**config.mk**
```make
export PLATFORM = sky130hd
export DESIGN_NAME = multicycle_ctrl
export DESIGN_NICKNAME = d
export VERILOG_FILES = /design/src/rtl/multicycle_ctrl_pkg.sv /design/src/rtl/multicycle_ctrl_ack_timeout.sv /design/src/rtl/multicycle_ctrl.sv
export SDC_FILE = /design/constraint.sdc
export NUM_CORES = 1
export LEC_CHECK = 0
export BUFFER_PORTS_ARGS = -buffer_cell sky130_fd_sc_hd__buf_2
export CELL_PAD_IN_SITES_DETAIL_PLACEMENT = 1
export CELL_PAD_IN_SITES_GLOBAL_PLACEMENT = 2
export CORE_MARGIN = 5
export CORE_UTILIZATION = 29
export DETAILED_ROUTE_END_ITERATION = 8
export GPL_ROUTABILITY_DRIVEN = 0
export GPL_TIMING_DRIVEN = 0
export PLACE_DENSITY_LB_ADDON = 0.1
export SLEW_MARGIN = 20
export SYNTH_ARGS = -nofsm -noshare
export SYNTH_HDL_FRONTEND = slang
export SYNTH_SLANG_ARGS = --single-unit
```
**constraint.sdc**
```tcl
create_clock -name clk -period 2.8 [get_ports clk]
set_input_delay 0.14 -clock clk [delete_from_list [all_inputs] [get_ports clk]]
set_output_delay 0.14 -clock clk [all_outputs]
set_load 0.005 [all_outputs]
```
**src/rtl/multicycle_ctrl_pkg.sv**
```systemverilog
// Shared definitions for the multi-cycle control sequencer: state encodings,
// opcode values, writeback/PC select codes and the Moore output decode.
package multicycle_ctrl_pkg;

  typedef enum logic [2:0] {
    ST_FETCH  = 3'd0,
    ST_DECODE = 3'd1,
    ST_EXEC   = 3'd2,
    ST_MEM    = 3'd3,
    ST_WB     = 3'd4,
    ST_TRAP   = 3'd7
  } state_t;

  localparam logic [6:0] OP_LUI    = 7'b0110111;
  localparam logic [6:0] OP_AUIPC  = 7'b0010111;
  localparam logic [6:0] OP_JAL    = 7'b1101111;
  localparam logic [6:0] OP_JALR   = 7'b1100111;
  localparam logic [6:0] OP_BRANCH = 7'b1100011;
  localparam logic [6:0] OP_LOAD   = 7'b0000011;
  localparam logic [6:0] OP_STORE  = 7'b0100011;
  localparam logic [6:0] OP_OPIMM  = 7'b0010011;
  localparam logic [6:0] OP_OP     = 7'b0110011;

  localparam logic [1:0] WB_SEL_ALU = 2'd0;
  localparam logic [1:0] WB_SEL_MEM = 2'd1;
  localparam logic [1:0] WB_SEL_PC4 = 2'd2;

  localparam logic [1:0] PC_SEL_PLUS4  = 2'd0;
  localparam logic [1:0] PC_SEL_BRANCH = 2'd1;
  localparam logic [1:0] PC_SEL_ALU    = 2'd2;

  typedef struct packed {
    logic       imem_req;
    logic       control_override;
    logic       alu_src_imm;
    logic       alu_src_pc;
    logic       dmem_req;
    logic       dmem_we;
    logic       reg_we;
    logic [1:0] wb_sel;
    logic       pc_en;
    logic [1:0] pc_sel;
    logic       instr_retired;
    logic       trap;
  } ctrl_out_t;

  function automatic logic is_legal(input logic [6:0] op);
    case (op)
      OP_LUI, OP_AUIPC, OP_JAL, OP_JALR, OP_BRANCH,
      OP_LOAD, OP_STORE, OP_OPIMM, OP_OP: is_legal = 1'b1;
      default:                            is_legal = 1'b0;
    endcase
  endfunction

  // Outputs the controller presents while sitting in state st with opcode op.
  function automatic ctrl_out_t decode_outputs(input state_t st, input logic [6:0] op);
    ctrl_out_t o;
    o = '0;
    case (st)
      ST_FETCH: o.imem_req = 1'b1;
      ST_EXEC: begin
        o.control_override = (op == OP_LOAD) || (op == OP_STORE) || (op == OP_AUIPC) ||
                             (op == OP_JAL) || (op == OP_JALR);
        o.alu_src_imm      = !((op == OP_OP) || (op == OP_BRANCH));
        o.alu_src_pc       = (op == OP_AUIPC) || (op == OP_JAL);
        if (op == OP_BRANCH) begin
          o.pc_en         = 1'b1;
          o.instr_retired = 1'b1;
        end
      end
      ST_MEM: begin
        o.dmem_req = 1'b1;
        o.dmem_we  = (op == OP_STORE);
      end
      ST_WB: begin
        o.reg_we        = 1'b1;
        o.pc_en         = 1'b1;
        o.instr_retired = 1'b1;
        if (op == OP_LOAD)                         o.wb_sel = WB_SEL_MEM;
        else if ((op == OP_JAL) || (op == OP_JALR)) o.wb_sel = WB_SEL_PC4;
        else                                       o.wb_sel = WB_SEL_ALU;
        if (op == OP_JAL)       o.pc_sel = PC_SEL_BRANCH;
        else if (op == OP_JALR) o.pc_sel = PC_SEL_ALU;
        else                    o.pc_sel = PC_SEL_PLUS4;
      end
      ST_TRAP: o.trap = 1'b1;
      default: o = '0;
    endcase
    return o;
  endfunction

endpackage

```
**src/rtl/multicycle_ctrl_ack_timeout.sv**
```systemverilog
// Wait counter for memory handshakes: counts cycles spent waiting for an ack
// and flags expiry once the budget of MEM_TIMEOUT cycles is used up.
module ack_timeout #(
  parameter int MEM_TIMEOUT = 16
) (
  input  logic clk,
  input  logic rst_n,
  input  logic count_en,
  output logic expired
);

  localparam int CW = $clog2(MEM_TIMEOUT) + 1;

  logic [CW-1:0] count;

  // Any cycle that is not an unanswered wait restarts the budget.
  always_ff @(posedge clk or negedge rst_n) begin
    if (!rst_n) begin
      count <= '0;
    end else if (!count_en) begin
      count <= '0;
    end else if (count != '1) begin
      count <= count + 1'b1;
    end
  end

  assign expired = (count == CW'(MEM_TIMEOUT - 1));

endmodule

```
**src/rtl/multicycle_ctrl.sv**
```systemverilog
// Multi-cycle control sequencer: fetches one instruction at a time into the
// instruction register and steps it through EXEC/MEM/WB, trapping on errors.
module multicycle_ctrl
  import multicycle_ctrl_pkg::*;
#(
  parameter int N           = 32,
  parameter int OPCODE_W    = 7,
  parameter int MEM_TIMEOUT = 16
) (
  input  logic         clk,
  input  logic         rst_n,
  input  logic         imem_ack,
  input  logic [N-1:0] imem_rdata,
  input  logic         dmem_ack,
  input  logic         branch_taken,
  output logic         imem_req,
  output logic [N-1:0] instr_q,
  output logic         control_override,
  output logic         alu_src_imm,
  output logic         alu_src_pc,
  output logic         dmem_req,
  output logic         dmem_we,
  output logic         reg_we,
  output logic [1:0]   wb_sel,
  output logic         pc_en,
  output logic [1:0]   pc_sel,
  output logic         instr_retired,
  output logic         trap,
  output logic [2:0]   state_o
);

  state_t               state, state_nxt;
  logic [N-1:0]         instr_nxt;
  ctrl_out_t            outs_q, outs_nxt;
  logic [OPCODE_W-1:0]  op_q;
  logic                 fetch_ack, mem_ack, waiting, expired;
  logic                 store_done, branch_exec;

  assign op_q      = instr_q[OPCODE_W-1:0];
  // An ack only counts while the matching request is actually being driven.
  assign fetch_ack = (state == ST_FETCH) && outs_q.imem_req && imem_ack;
  assign mem_ack   = (state == ST_MEM) && dmem_ack;
  assign waiting   = ((state == ST_FETCH) && outs_q.imem_req) || (state == ST_MEM);

  ack_timeout #(.MEM_TIMEOUT(MEM_TIMEOUT)) u_timeout (
    .clk      (clk),
    .rst_n    (rst_n),
    .count_en (waiting && !(fetch_ack || mem_ack)),
    .expired  (expired)
  );

  always_comb begin
    state_nxt = state;
    instr_nxt = instr_q;
    case (state)
      ST_FETCH: begin
        if (fetch_ack) begin
          instr_nxt = imem_rdata;
          state_nxt = ST_DECODE;
        end else if (expired) begin
          state_nxt = ST_TRAP;
        end
      end
      ST_DECODE: state_nxt = is_legal(op_q) ? ST_EXEC : ST_TRAP;
      ST_EXEC: begin
        if (op_q == OP_BRANCH)                         state_nxt = ST_FETCH;
        else if ((op_q == OP_LOAD) || (op_q == OP_STORE)) state_nxt = ST_MEM;
        else                                           state_nxt = ST_WB;
      end
      ST_MEM: begin
        if (mem_ack)      state_nxt = (op_q == OP_STORE) ? ST_FETCH : ST_WB;
        else if (expired) state_nxt = ST_TRAP;
      end
      ST_WB:   state_nxt = ST_FETCH;
      ST_TRAP: state_nxt = ST_TRAP;
      default: state_nxt = ST_TRAP;
    endcase
    outs_nxt = decode_outputs(state_nxt, instr_nxt[OPCODE_W-1:0]);
  end

  always_ff @(posedge clk or negedge rst_n) begin
    if (!rst_n) begin
      state   <= ST_FETCH;
      instr_q <= '0;
      outs_q  <= '0;
    end else begin
      state   <= state_nxt;
      instr_q <= instr_nxt;
      outs_q  <= outs_nxt;
    end
  end

  // Store completion and branch direction depend on same-cycle inputs.
  assign store_done  = (state == ST_MEM) && (op_q == OP_STORE) && dmem_ack;
  assign branch_exec = (state == ST_EXEC) && (op_q == OP_BRANCH);

  assign imem_req         = outs_q.imem_req;
  assign control_override = outs_q.control_override;
  assign alu_src_imm      = outs_q.alu_src_imm;
  assign alu_src_pc       = outs_q.alu_src_pc;
  assign dmem_req         = outs_q.dmem_req;
  assign dmem_we          = outs_q.dmem_we;
  assign reg_we           = outs_q.reg_we;
  assign wb_sel           = outs_q.wb_sel;
  assign pc_en            = outs_q.pc_en | store_done;
  assign pc_sel           = branch_exec ? (branch_taken ? PC_SEL_BRANCH : PC_SEL_PLUS4)
                                        : outs_q.pc_sel;
  assign instr_retired    = outs_q.instr_retired | store_done;
  assign trap             = outs_q.trap;
  assign state_o          = state;

endmodule

```
==> results.yml <==
detailed_routing:
  drt_iter0_drc: 52
  wl_um: 7080
  first_pass_iters: 4
  drtAntennaViolNets: 0
  via_per_inst: 4.65
  vias: 2183
  drc: 0
  post_drt_wl_per_cell_um: 15.1
place:
  portBuffers: 85
  hpwl_um: 5370
  dp.cells: 459
  place_area_um2: 3090
critical_path:
  reg2reg_depth: 8
  cp.arrival_ns: 2.57
  ff2ff_setup_slack_ns: 0.43
  crit_buf_inv: 0
  path_common_cell: "ha_1"
  cpPeakStageDelay_ns: 0.42
  start_kind: "flip-flop"
  critPathRequiredTime_ns: 3.01
  critical_path_class: "flip-flop to flip-flop"
  crit_chain: "ha_1 > and3_1 > ha_1 > a21boi_0 > o211a_1 > a22oi_4 > nand2_1 > nor3b_1"
  r2r-end: "dmem_req"
  crit_fanout: 8
  cpMaxStageDelayCell: "dfrtp_1"
  timing.rr.start: "u_timeout.count[0]"
  path_delay_family: "compound AO/OA/AOI/OAI gates"
  end_kind: "flip-flop"
finish:
  layout_commonest_cell: "nand2_1"
  area_growth_pct: 26.5
  n_fill_cell: 1055
  multi_input_area_um2: 1060
  utilization_pct: 37.2
  mostFrequentLayoutCells: "90 x nand2_1, 88 x buf_2, 53 x dfrtp_1"
  final_area_um2: 3190
  diodes: 0
  seqCellArea_um2: 1330
  final_layout_size_suffix_gt1_share_pct: 30.7
  nets: 400
  stdcell_count: 469
cts:
  cts_tree: "built"
  cts.sinks: 53
  clk_latency_ns: 0.31
  path_clk_slew_ns: 0.10
  cts-root-buf: "clkbuf_8"
  cts_setup_buffers: 0
  htree_num_levels: 2
  clockBufferDepth: 2
  numCtsBuffers: 5
global_route:
  track_usage_pct: 14.2
  overflow: 0
  grt_max_degree: 54
  grt_antenna_before_repair: 0
  grt_first_pass_wirelength_um: 11700
  grt_pass1_vias: 2343
yosys:
  syn_inst: 266
  yosys.cell_types.count: 53
  synthFlopType: "dfrtp_1"
  synth_area_per_cell_um2: 9.49
  ys_ff_latch: 53
  synth_edf_count: 0
  synth-seq-area-share_pct: 52.5
  synthesis.nets: 306
  async_reset_ff_share_pct: 100
  ys.warnings.count: 0
  synth_area_um2: 2520
sta:
  fin_skew_ns: 0.00500
  slew_headroom_pct: 54.8
  hold_viol_final: 0
  clock.fmax_mhz: 423
  finalSetupTns_ns: 0
  setup-violations-final: 0
  maxSlewViolCount: 0
  rsz0062_at_grt: "no"
  fin_crit_sh_pct: 84.5
  layout_min_cycle_time_ns: 2.37
  tightest_slew_ns: 0.678
die:
  die_area_um2: 10700
  chipHeight_um: 103
  initial_core_util_pct: 29.4
  num_io_pins: 86
  rows: 34
  dieWidth_um: 103
  core-area_um2: 8590
pwr:
  cellLeakagePower_nw: 1.68
  power_per_cell_area_nw_per_um2: 476
  ir_worst_vdd_mv: 0.221
worst_hold_path:
  worstHoldStart: "imem_rdata[23]"
  hold_path.class: "primary input to flip-flop"
  whs_path_depth: 3
  worstHoldEndpoint: "instr_q[23]"
job:
  maxCapViolCount: 0
status:
  status: "finished, final reports clean"
==> final cells by class <==
cell class	instances	area share (%)
Clock inverter	2	0.431
Clock buffer	6	2.27
Buffer	15	2.98
Multi-Input combinational cell	187	33.3
Tap cell	108	4.23
Sequential cell	53	41.5
Timing Repair Buffer	87	14.0
Inverter	11	1.29
==> through the flow <==
step           setup WS [ns]  power [mW]  hold WS [ns]
2_1_floorplan          0.709       0.968        -0.156
6_report               0.434        1.52        0.0134
4_1_cts                0.380        1.55       0.00663
3_5_place_dp           0.418        1.10         0.241
5_1_grt                0.215        1.61       0.00153
3_3_place_gp           0.419        1.10         0.329
==> cells in the mapped netlist (2+ instances only) <==
library cell | count | area [µm²]
nand4b_1 | 2 | 17.5
nor2_1 | 11 | 41.3
clkbuf_1 | 5 | 18.8
dfrtp_1 | 53 | 1330
or3_1 | 4 | 25.0
o211a_1 | 2 | 20.0
o21ai_0 | 2 | 10.0
ha_1 | 3 | 37.5
xor2_1 | 2 | 17.5
nand3b_1 | 2 | 15.0
buf_4 | 3 | 22.5
nand4_1 | 4 | 25.0
and3b_1 | 2 | 17.5
nand2_1 | 90 | 338
buf_6 | 3 | 33.8
nand2b_1 | 3 | 18.8
nand3_1 | 2 | 10.0
a21oi_1 | 8 | 40.0
mux2i_1 | 8 | 80.1
nor4b_1 | 3 | 26.3
inv_1 | 10 | 37.5
nor3b_1 | 2 | 15.0
nor2b_1 | 2 | 12.5
nor3_1 | 8 | 40.0
buf_2 | 4 | 20.0
==> routing by layer <==
layer	track usage [%]	vias to the layer above	part of all wire (%)
met2	24.2	48	49
met1	17.2	1055	44
met5	0	-	0
li1	-	1073	-
met4	4.08	0	1.1
met3	4.76	7	6.6
==> worst max-delay path by stage <==
stage | from | to | slack [ns] | cells after the start
2_1_floorplan | u_timeout.count[0] | dmem_we | 0.71 | 8
3_3_place_gp | u_timeout.count[0] | dmem_req | 0.42 | 8
3_5_place_dp | u_timeout.count[0] | dmem_req | 0.42 | 8
4_1_cts | u_timeout.count[0] | control_override | 0.38 | 8
5_1_grt | u_timeout.count[0] | dmem_req | 0.22 | 8
6_report | u_timeout.count[0] | dmem_req | 0.43 | 8
==> worst min-delay path, cell delays in order <==
cell and delay [ns]:
buf_2 0.08, nand2_1 0.04, nand2_1 0.04
==> power breakdown <==
group / internal (mW) / total [mW] / switching (mW)
clock network: 0.179 / 0.443 / 0.264
registers: 0.812 / 0.851 / 0.0386
logic: 0.101 / 0.227 / 0.126
total: 1.09 / 1.52 / 0.428
==> repair_timing <==
| item | in CTS | in global routing |
|---|---|---|
| resized for setup | 0 | 0 |
| hold buffers | 1 | 1 |
| hold endpoints to repair | 53 | 1 |
==> flip-flops by register name (all words and copies together) (netlist names), 2 cells and up <==
register,count
state_o,3
instr_q,32
wb_sel,2
outs_q,3
u_timeout.count,5
==> kinds of logic (layout without fill, tap and decap cells) <==
| group | Yosys count | after routing | share of synthesized area, % |
|---|---|---|---|
| buffers and inverters | 26 | 121 | 5.40 |
| and+or+nand+nor | 146 | 146 | 27.6 |
| adders and majority gates | 3 | 3 | 1.49 |
| muxes | 9 | 9 | 3.62 |
| DFF | 53 | 53 | 52.5 |
| AOI/OAI and AO/OA | 26 | 26 | 8.33 |
| xor gates and xnor gates | 3 | 3 | 1.04 |
(Power assumes the default switching activity.)
